==> config.mk <==
export PLATFORM = sky130hd
export DESIGN_NAME = divider_core
export DESIGN_NICKNAME = d
export VERILOG_FILES = /design/src/rtl/divider_core.sv
export SDC_FILE = /design/constraint.sdc
export NUM_CORES = 1
export LEC_CHECK = 0
export CAP_MARGIN = 20
export CORE_ASPECT_RATIO = 1.1
export CORE_MARGIN = 4
export CORE_UTILIZATION = 40
export CTS_BUF_LIST = sky130_fd_sc_hd__clkbuf_4 sky130_fd_sc_hd__clkbuf_8 sky130_fd_sc_hd__clkbuf_16
export CTS_CLUSTER_SIZE = 20
export DETAILED_ROUTE_END_ITERATION = 10
export PLACE_DENSITY_LB_ADDON = 0.2
export RECOVER_POWER = 50
export SYNTH_ARGS = -nofsm -noshare
export SYNTH_HDL_FRONTEND = slang
export SYNTH_SLANG_ARGS = --single-unit
export TNS_END_PERCENT = 20
==> constraint.sdc <==
create_clock -name clk -period 2.4 [get_ports clk]
set_input_delay 0.24 -clock clk [delete_from_list [all_inputs] [get_ports clk]]
set_output_delay 0.24 -clock clk [all_outputs]
set_load 0.05 [all_outputs]
==> src/rtl/divider_core.sv <==
// divider_core: sequential unsigned restoring divider, one quotient bit per
// clock, MSB first, with a start/busy/done handshake.
// Optional feature macro: DIVIDER_REMAINDER_EN adds the Remainder output port
// and its result register. Without it only the quotient is exported.
module divider_core #(
  parameter int DEVIDENT_LENGTH = 10,
  parameter int DIVISOR_LENGTH  = 5
) (
  input  logic                       clk,
  input  logic                       rst,
  input  logic                       start,
  input  logic [DEVIDENT_LENGTH-1:0] OperA,
  input  logic [DIVISOR_LENGTH-1:0]  OperD,
  output logic                       busy,
  output logic                       done,
  output logic                       div_by_zero,
`ifdef DIVIDER_REMAINDER_EN
  output logic [DIVISOR_LENGTH-1:0]  Remainder,
`endif
  output logic [DEVIDENT_LENGTH-1:0] Quotient
);

  localparam int CW = $clog2(DEVIDENT_LENGTH + 1);

  localparam logic [1:0] S_IDLE = 2'd0;
  localparam logic [1:0] S_RUN  = 2'd1;
  localparam logic [1:0] S_FIN  = 2'd2;

  logic [1:0]                 r_state;
  logic [CW-1:0]              r_count;
  // Holds the dividend while it is consumed MSB first; quotient bits are
  // shifted in at the bottom, so after the last step it holds the quotient.
  logic [DEVIDENT_LENGTH-1:0] r_dividend;
  logic [DIVISOR_LENGTH-1:0]  r_divisor;
  // The stored partial remainder is always below the divisor, so its top
  // (borrow) bit only exists in the shifted/trial values below.
  logic [DIVISOR_LENGTH-1:0]  r_partRem;
  logic                       r_zero;
  logic                       r_busy;
  logic                       r_done;
  logic                       r_dbz;
  logic [DEVIDENT_LENGTH-1:0] r_quotient;
`ifdef DIVIDER_REMAINDER_EN
  logic [DIVISOR_LENGTH-1:0]  r_remainder;
`endif

  logic [DIVISOR_LENGTH:0]    w_shifted;
  logic [DIVISOR_LENGTH:0]    w_diff;
  logic                       w_fits;

  // Trial subtraction: a set top bit of the difference is the borrow.
  assign w_shifted = {r_partRem, r_dividend[DEVIDENT_LENGTH-1]};
  assign w_diff    = w_shifted - {1'b0, r_divisor};
  assign w_fits    = ~w_diff[DIVISOR_LENGTH];

  assign busy        = r_busy;
  assign done        = r_done;
  assign div_by_zero = r_dbz;
  assign Quotient    = r_quotient;
`ifdef DIVIDER_REMAINDER_EN
  assign Remainder   = r_remainder;
`endif

  // Control FSM and datapath: accept, iterate one bit per clock, publish.
  always_ff @(posedge clk) begin
    if (rst) begin
      r_state    <= S_IDLE;
      r_count    <= '0;
      r_dividend <= '0;
      r_divisor  <= '0;
      r_partRem  <= '0;
      r_zero     <= 1'b0;
      r_busy     <= 1'b0;
      r_done     <= 1'b0;
      r_dbz      <= 1'b0;
      r_quotient <= '0;
`ifdef DIVIDER_REMAINDER_EN
      r_remainder <= '0;
`endif
    end else begin
      r_done <= 1'b0;
      case (r_state)
        S_IDLE: begin
          if (start) begin
            r_dividend <= OperA;
            r_divisor  <= OperD;
            r_partRem  <= '0;
            r_count    <= CW'(DEVIDENT_LENGTH);
            r_busy     <= 1'b1;
            r_dbz      <= 1'b0;
            r_zero     <= (OperD == '0);
            r_state    <= (OperD == '0) ? S_FIN : S_RUN;
          end
        end
        S_RUN: begin
          r_partRem  <= w_fits ? w_diff[DIVISOR_LENGTH-1:0]
                               : w_shifted[DIVISOR_LENGTH-1:0];
          r_dividend <= {r_dividend[DEVIDENT_LENGTH-2:0], w_fits};
          r_count    <= r_count - CW'(1);
          if (r_count == CW'(1)) begin
            r_state <= S_FIN;
          end
        end
        S_FIN: begin
          r_quotient <= r_zero ? '1 : r_dividend;
`ifdef DIVIDER_REMAINDER_EN
          r_remainder <= r_zero ? r_dividend[DIVISOR_LENGTH-1:0] : r_partRem;
`endif
          r_dbz   <= r_zero;
          r_done  <= 1'b1;
          r_busy  <= 1'b0;
          r_state <= S_IDLE;
        end
        default: begin
          r_state <= S_IDLE;
        end
      endcase
    end
  end

endmodule

==> results of run 1 <==
## stage by stage
| step | area, µm² | hold slack (ns) | instances | setup slack [ns] | power [mW] |
|---|---|---|---|---|---|
| 2_1_floorplan | 1950 | 0.376 | 225 | 0.534 | 1.17 |
| 3_3_place_gp | 2290 | 0.445 | 302 | 0.405 | 1.28 |
| 3_5_place_dp | 2290 | 0.449 | 302 | 0.366 | 1.28 |
| 4_1_cts | 2400 | 0.460 | 310 | 0.331 | 1.83 |
| 5_1_grt | 2390 | 0.491 | 310 | 0.191 | 1.93 |
| 6_report | 2390 | 0.457 | 310 | 0.344 | 1.81 |
## critical path: stages, from the launching register on
cell and delay, ns:
sky130_fd_sc_hd__dfxtp_1 0.33, sky130_fd_sc_hd__inv_1 0.07, sky130_fd_sc_hd__ha_1 0.28, sky130_fd_sc_hd__nor2b_1 0.16
sky130_fd_sc_hd__o211a_1 0.25, sky130_fd_sc_hd__o311ai_4 0.49, sky130_fd_sc_hd__nor2_1 0.11, sky130_fd_sc_hd__o41ai_2 0.28
## power by group
| group | internal, mW | leakage, nW | total [mW] | switching, mW |
|---|---|---|---|---|
| Sequential | 0.722 | 0.328 | 0.769 | 0.0464 |
| Clock | 0.308 | 0.0541 | 0.551 | 0.243 |
| Combinational | 0.220 | 0.534 | 0.494 | 0.274 |
## routing by layer
metal | global-route usage | vias up | wire length, µm
met3 | 0.0334 | 8 | 100
met1 | 0.202 | 723 | 1900
met2 | 0.243 | 18 | 1900
li1 | - | 834 | -
met4 | 0.0534 | 0 | 71
met5 | 0 | - | 0
## final timing paths
| check | cells after the start | end | start | slack [ns] |
|---|---|---|---|---|
| setup / recovery | 7 | r_partRem[3] | r_divisor[1] | 0.34 |
| hold / removal | 2 | r_divisor[3] | r_divisor[3] | 0.46 |
| setup reg to reg | 7 | r_partRem[3] | r_divisor[1] | 0.34 |
| hold reg to reg | 2 | r_divisor[3] | r_divisor[3] | 0.46 |
## sequential cells by signal, summed over array words and instances, names as in the netlist
signal and count:
Quotient 10, busy 1, div_by_zero 1, done 1, r_count 4, r_dividend 10, r_divisor 5, r_partRem 5
r_state 2, r_zero 1
## layout make-up
| type | count | area, µm² | area share |
|---|---|---|---|
| clock buffers | 5 | 68.8 | 0.0287 |
| inverters | 10 | 37.5 | 0.0157 |
| multi-input cells | 162 | 1050 | 0.439 |
| flip-flops and latches | 40 | 801 | 0.334 |
| well taps | 56 | 70.1 | 0.0293 |
| clock inverters | 3 | 42.5 | 0.0178 |
| repair buffers | 34 | 324 | 0.135 |
## kinds of logic after synthesis
logic type | count (synthesis)
flip-flops | 40
buffers and inverters | 23
XOR/XNOR | 3
adder cells (fa/ha/maj) | 8
AND/OR/NAND/NOR | 88
AO/OA/AOI/OAI | 51
multiplexers | 12
## cells in the final DEF, fill, tap and decap left out, drive strengths merged, types with 2 or more instances in the layout
cell            n
nor2           52
dfxtp          40
clkdlybuf4s50  29
a211oi         20
nand2          19
a21oi          13
mux2i          12
inv            10
ha              7
clkbuf          7
o21ai           4
nor3            3
nor2b           2
nor3b           2
and2            2
xor2            2
buf             2
a2111oi         2
or2             2
==> reports/summary.log, run 1 <==
qor: sta.setup_violations 0
qor: critical_path.critical_path_sink_type flop
qor: yosys.synthMuxAreaShare 0.0615
qor: final_layout.syn2layout_area_growth 22.7%
qor: outcome.status finished, final reports clean
qor: clocking.cts-root-to-sink-buffers 2
qor: routing.detailroute.via_count 1583
qor: sta.layout_worst_path_cycle_share 0.857
qor: critical_path.worst_ep_required_time 2.60 ns
qor: sta.drv_slew 0
qor: sta.grt_setup_unrepaired false
qor: clocking.postcts_setup_bufs 0
qor: grt.antenna_found_initial 0
qor: yosys.synth.net_count 251
qor: placement.dp_hpwl 2.91 mm
qor: clocking.quantity_of_gates_resized_following_cts 0
qor: critical_path.cp-start-kind flop
qor: final_layout.layout.core_utilization 0.511
qor: final_layout.layout-drive-gt1-share 0.0866
qor: yosys.synth_edf_count 0
qor: sta.slew_headroom 0.510
qor: critical_path.worst_ep_arrival_time 2.25 ns
qor: die.floorplan.initialDensity 0.417
qor: clocking.ctsHtreeMaxLevel 2
qor: power_and_ir_drop.power_per_cell_area 757 nW/µm²
qor: grt.first_pass_grt_wire_length 7.26 mm
qor: die.die_width 74.6 µm
qor: yosys.synth_area_leader_cell sky130_fd_sc_hd__dfxtp_1
qor: clocking.worstSkewPairLatency 0.29 ns
qor: die.design.core.area 4680 µm²
qor: job.cap_viol_max_count 0
qor: final_layout.antenna_cells_inserted 0
qor: critical_path.timing.critical_path.fanout_max 7
qor: grt.global_route.usage.total 0.153
qor: yosys.synth.top_cells.by_area sky130_fd_sc_hd__dfxtp_1, sky130_fd_sc_hd__nor2_1, sky130_fd_sc_hd__a211oi_1
qor: power_and_ir_drop.ir_drop 403 µV
qor: yosys.ys_types 45
qor: yosys.mappedNetlistArea 1950 µm²
qor: sta.maxClockFrequency 0.486 GHz
qor: final_layout.finish.net_count 279
qor: clocking.hold_buffers 0
qor: sta.hold_viol 0
qor: placement.globalplace.congestion 0.818
qor: critical_path.setup.worst_path.class flop to flop
qor: die.ios 31
qor: final_layout.num-fill-cells 459
qor: yosys.synth_cells 225
qor: sta.fin_tns_setup 0 ns
qor: yosys.ys.warnings.count 0
qor: routing.drcViolationCount 0
qor: grt.first_global_vias 1599
qor: clocking.cts_tree yes
qor: clocking.path_clk_slew 0.08 ns
qor: hold_path.path_category_of_the_worst_min_delay_check flop to flop
qor: yosys.yosys.area_share.simple 0.194
qor: routing.drtAntennaViolNets 0
qor: sta.worstMarginPinSlew 0.735 ns
qor: clocking.cts_root_buffer sky130_fd_sc_hd__clkbuf_8
qor: yosys.synth-async-reset-ratio 0
qor: yosys.combinational_family_with_the_most_area_after_synthesis compound AO/OA/AOI/OAI gates
qor: routing.detailedRoute.firstIterationViolations 123
qor: routing.wl_per_cell 12.8 µm
qor: yosys.most_frequent_cell_after_synthesis sky130_fd_sc_hd__nor2_1
qor: die.fp.dieArea 6060 µm²
qor: yosys.share_of_the_synthesized_netlist_area_taken_by_xor_and_xnor_gates 0.0135
qor: placement.io_buffers 30
qor: yosys.ys_dominant_reg_cell sky130_fd_sc_hd__dfxtp_1
qor: yosys.yosysSeqAreaShare 0.410
qor: yosys.postSynthAreaPerCell 8.67 µm²
qor: clocking.clock_sinks 40
qor: sta.period_needed 2.06 ns
qor: routing.detail_route.wirelength 3.97 mm
qor: grt.grt_remaining_overflow 0
qor: clocking.tritoncts.num_buffers 5
qor: routing.avgViaCountPerCell 5.11
qor: die.fp.dieH 81.3 µm
qor: grt.largest_net_degree_at_the_start_of_global_routing 37
qor: power_and_ir_drop.power_leakage 0.916 nW
qor: yosys.synth_compound_gate_area_share 0.214
qor: yosys.synthAdderAreaFrac 0.0551
qor: yosys.synth-seq-cells 40
qor: yosys.synthDominantCellAreaShare 0.410
qor: die.floorplan.rows 26
qor: sta.fin_worst_skew 0.00512 ns
qor: routing.first_pass_iters 4
qor: yosys.synth_common_cells sky130_fd_sc_hd__nor2_1, sky130_fd_sc_hd__dfxtp_1, sky130_fd_sc_hd__a211oi_1
No activity file was read; power rests on OpenSTA's default activity.
==> run 2, diff against run 1 <==
--- a/config.mk
+++ b/config.mk
@@ -13,7 +13,6 @@
 export CTS_CLUSTER_SIZE = 20
 export DETAILED_ROUTE_END_ITERATION = 10
 export PLACE_DENSITY_LB_ADDON = 0.2
-export RECOVER_POWER = 50
 export SYNTH_ARGS = -nofsm -noshare
 export SYNTH_HDL_FRONTEND = slang
 export SYNTH_SLANG_ARGS = --single-unit
==> run 2 against run 1 <==
Core utilization is 0.13 points higher. Register-to-register slack barely moved. Non-clock buffer count did not move. Combinational power up 1%. Critical endpoint unchanged. Die area is the same. Maximum frequency fell by 0.13%.
==> reports/summary.log, run 2 (synthesis results as in run 1) <==
qor: critical_path.cp-start-kind flop
qor: critical_path.worst_ep_required_time 2.60 ns
qor: sta.worstMarginPinSlew 0.504 ns
qor: power_and_ir_drop.power_per_cell_area 757 nW/µm²
qor: final_layout.antenna_cells_inserted 0
qor: clocking.tritoncts.num_buffers 5
qor: sta.hold_viol 0
qor: die.fp.dieArea 6060 µm²
qor: grt.first_pass_grt_wire_length 7.26 mm
qor: grt.first_global_vias 1599
qor: clocking.hold_buffers 0
qor: clocking.worstSkewPairLatency 0.29 ns
qor: sta.period_needed 2.06 ns
qor: sta.maxClockFrequency 0.486 GHz
qor: sta.fin_worst_skew 0.00387 ns
qor: grt.global_route.usage.total 0.153
qor: die.design.core.area 4680 µm²
qor: routing.wl_per_cell 12.8 µm
qor: clocking.cts-root-to-sink-buffers 2
qor: critical_path.setup.worst_path.class flop to flop
qor: clocking.cts_root_buffer sky130_fd_sc_hd__clkbuf_8
qor: grt.grt_remaining_overflow 0
qor: routing.detailroute.via_count 1585
qor: die.floorplan.rows 26
qor: critical_path.critical_path_sink_type flop
qor: sta.layout_worst_path_cycle_share 0.858
qor: placement.globalplace.congestion 0.818
qor: power_and_ir_drop.ir_drop 401 µV
qor: critical_path.worst_ep_arrival_time 2.26 ns
qor: placement.placed_cell_area 2290 µm²
qor: critical_path.timing.critical_path.fanout_max 7
qor: hold_path.hold_depth 2
qor: clocking.clock_sinks 40
qor: routing.detail_route.wirelength 3.98 mm
qor: grt.largest_net_degree_at_the_start_of_global_routing 37
qor: routing.drcViolationCount 0
qor: outcome.status finished, final reports clean
qor: die.die_width 74.6 µm
qor: placement.io_buffers 30
qor: routing.avgViaCountPerCell 5.11
qor: clocking.cts_tree yes
qor: hold_path.path_category_of_the_worst_min_delay_check flop to flop
qor: sta.fin_tns_setup 0 ns
qor: routing.detailedRoute.firstIterationViolations 97
qor: placement.dp_hpwl 2.91 mm
qor: clocking.postcts_setup_bufs 0
qor: critical_path.ff2ff_path_depth 7
qor: clocking.path_clk_slew 0.08 ns
qor: routing.first_pass_iters 4
qor: final_layout.finish.net_count 279
qor: die.ios 31
qor: grt.antenna_found_initial 0
qor: die.fp.dieH 81.3 µm
qor: clocking.quantity_of_gates_resized_following_cts 0
qor: clocking.ctsHtreeMaxLevel 2
qor: sta.setup_violations 0
qor: die.floorplan.initialDensity 0.417
qor: routing.drtAntennaViolNets 0
qor: final_layout.final_common_cell sky130_fd_sc_hd__nor2_1
qor: final_layout.layout.core_utilization 0.513
qor: final_layout.layout-drive-gt1-share 0.0906
qor: final_layout.syn2layout_area_growth 23.0%
qor: power_and_ir_drop.power_leakage 0.920 nW
qor: critical_path.r2r_slack 0.34 ns
qor: final_layout.design_area 2400 µm²
qor: final_layout.num-fill-cells 457
qor: sta.drv_slew 0
qor: job.cap_viol_max_count 0
qor: sta.slew_headroom 0.664
qor: final_layout.mostFrequentLayoutCells sky130_fd_sc_hd__nor2_1, sky130_fd_sc_hd__dfxtp_1, sky130_fd_sc_hd__clkdlybuf4s50_1
qor: sta.grt_setup_unrepaired false
[run 2: area by class of cell]
class	count	area [µm²]	share of cell area
Clock buffer	5	68.8	0.0287
Multi-Input combinational cell	162	1050	0.438
Sequential cell	40	801	0.334
Inverter	10	37.5	0.0156
Tap cell	56	70.1	0.0292
Clock inverter	3	42.5	0.0177
Timing Repair Buffer	34	330	0.138
[run 2: through the flow]
| step | hold WS (ns) | total power, mW | setup WS [ns] | instances |
|---|---|---|---|---|
| 2_1_floorplan | 0.376 | 1.17 | 0.534 | 225 |
| 3_3_place_gp | 0.445 | 1.28 | 0.405 | 302 |
| 3_5_place_dp | 0.449 | 1.28 | 0.366 | 302 |
| 4_1_cts | 0.460 | 1.83 | 0.331 | 310 |
| 5_1_grt | 0.491 | 1.93 | 0.195 | 310 |
| 6_report | 0.457 | 1.82 | 0.342 | 310 |
[run 2: layer usage]
metal	global-route usage	up-vias	share of wire
met4	0.0534	0	0.014
met5	0	-	0
li1	-	840	-
met1	0.202	720	0.48
met3	0.0334	7	0.025
met2	0.243	18	0.48
[run 2: path summary, 6_finish.rpt]
path,start,to
max,r_divisor[1],r_partRem[3]
min,r_divisor[3],r_divisor[3]
max reg2reg,r_divisor[1],r_partRem[3]
min reg2reg,r_divisor[3],r_divisor[3]
[run 2: worst max-delay path: stages, from the launching register on]
cell and delay, ns:
sky130_fd_sc_hd__dfxtp_1 0.33, sky130_fd_sc_hd__inv_1 0.07, sky130_fd_sc_hd__ha_1 0.28, sky130_fd_sc_hd__nor2b_1 0.16, sky130_fd_sc_hd__o211a_1 0.24, sky130_fd_sc_hd__o311ai_4 0.49
sky130_fd_sc_hd__nor2_1 0.11, sky130_fd_sc_hd__o41ai_2 0.28
[run 2: report_power, final]
part           leakage, nW  switching [mW]  internal, mW  total, mW
Combinational        0.538           0.276         0.223      0.499
Sequential           0.328          0.0463         0.722      0.769
Clock               0.0541           0.243         0.308      0.551
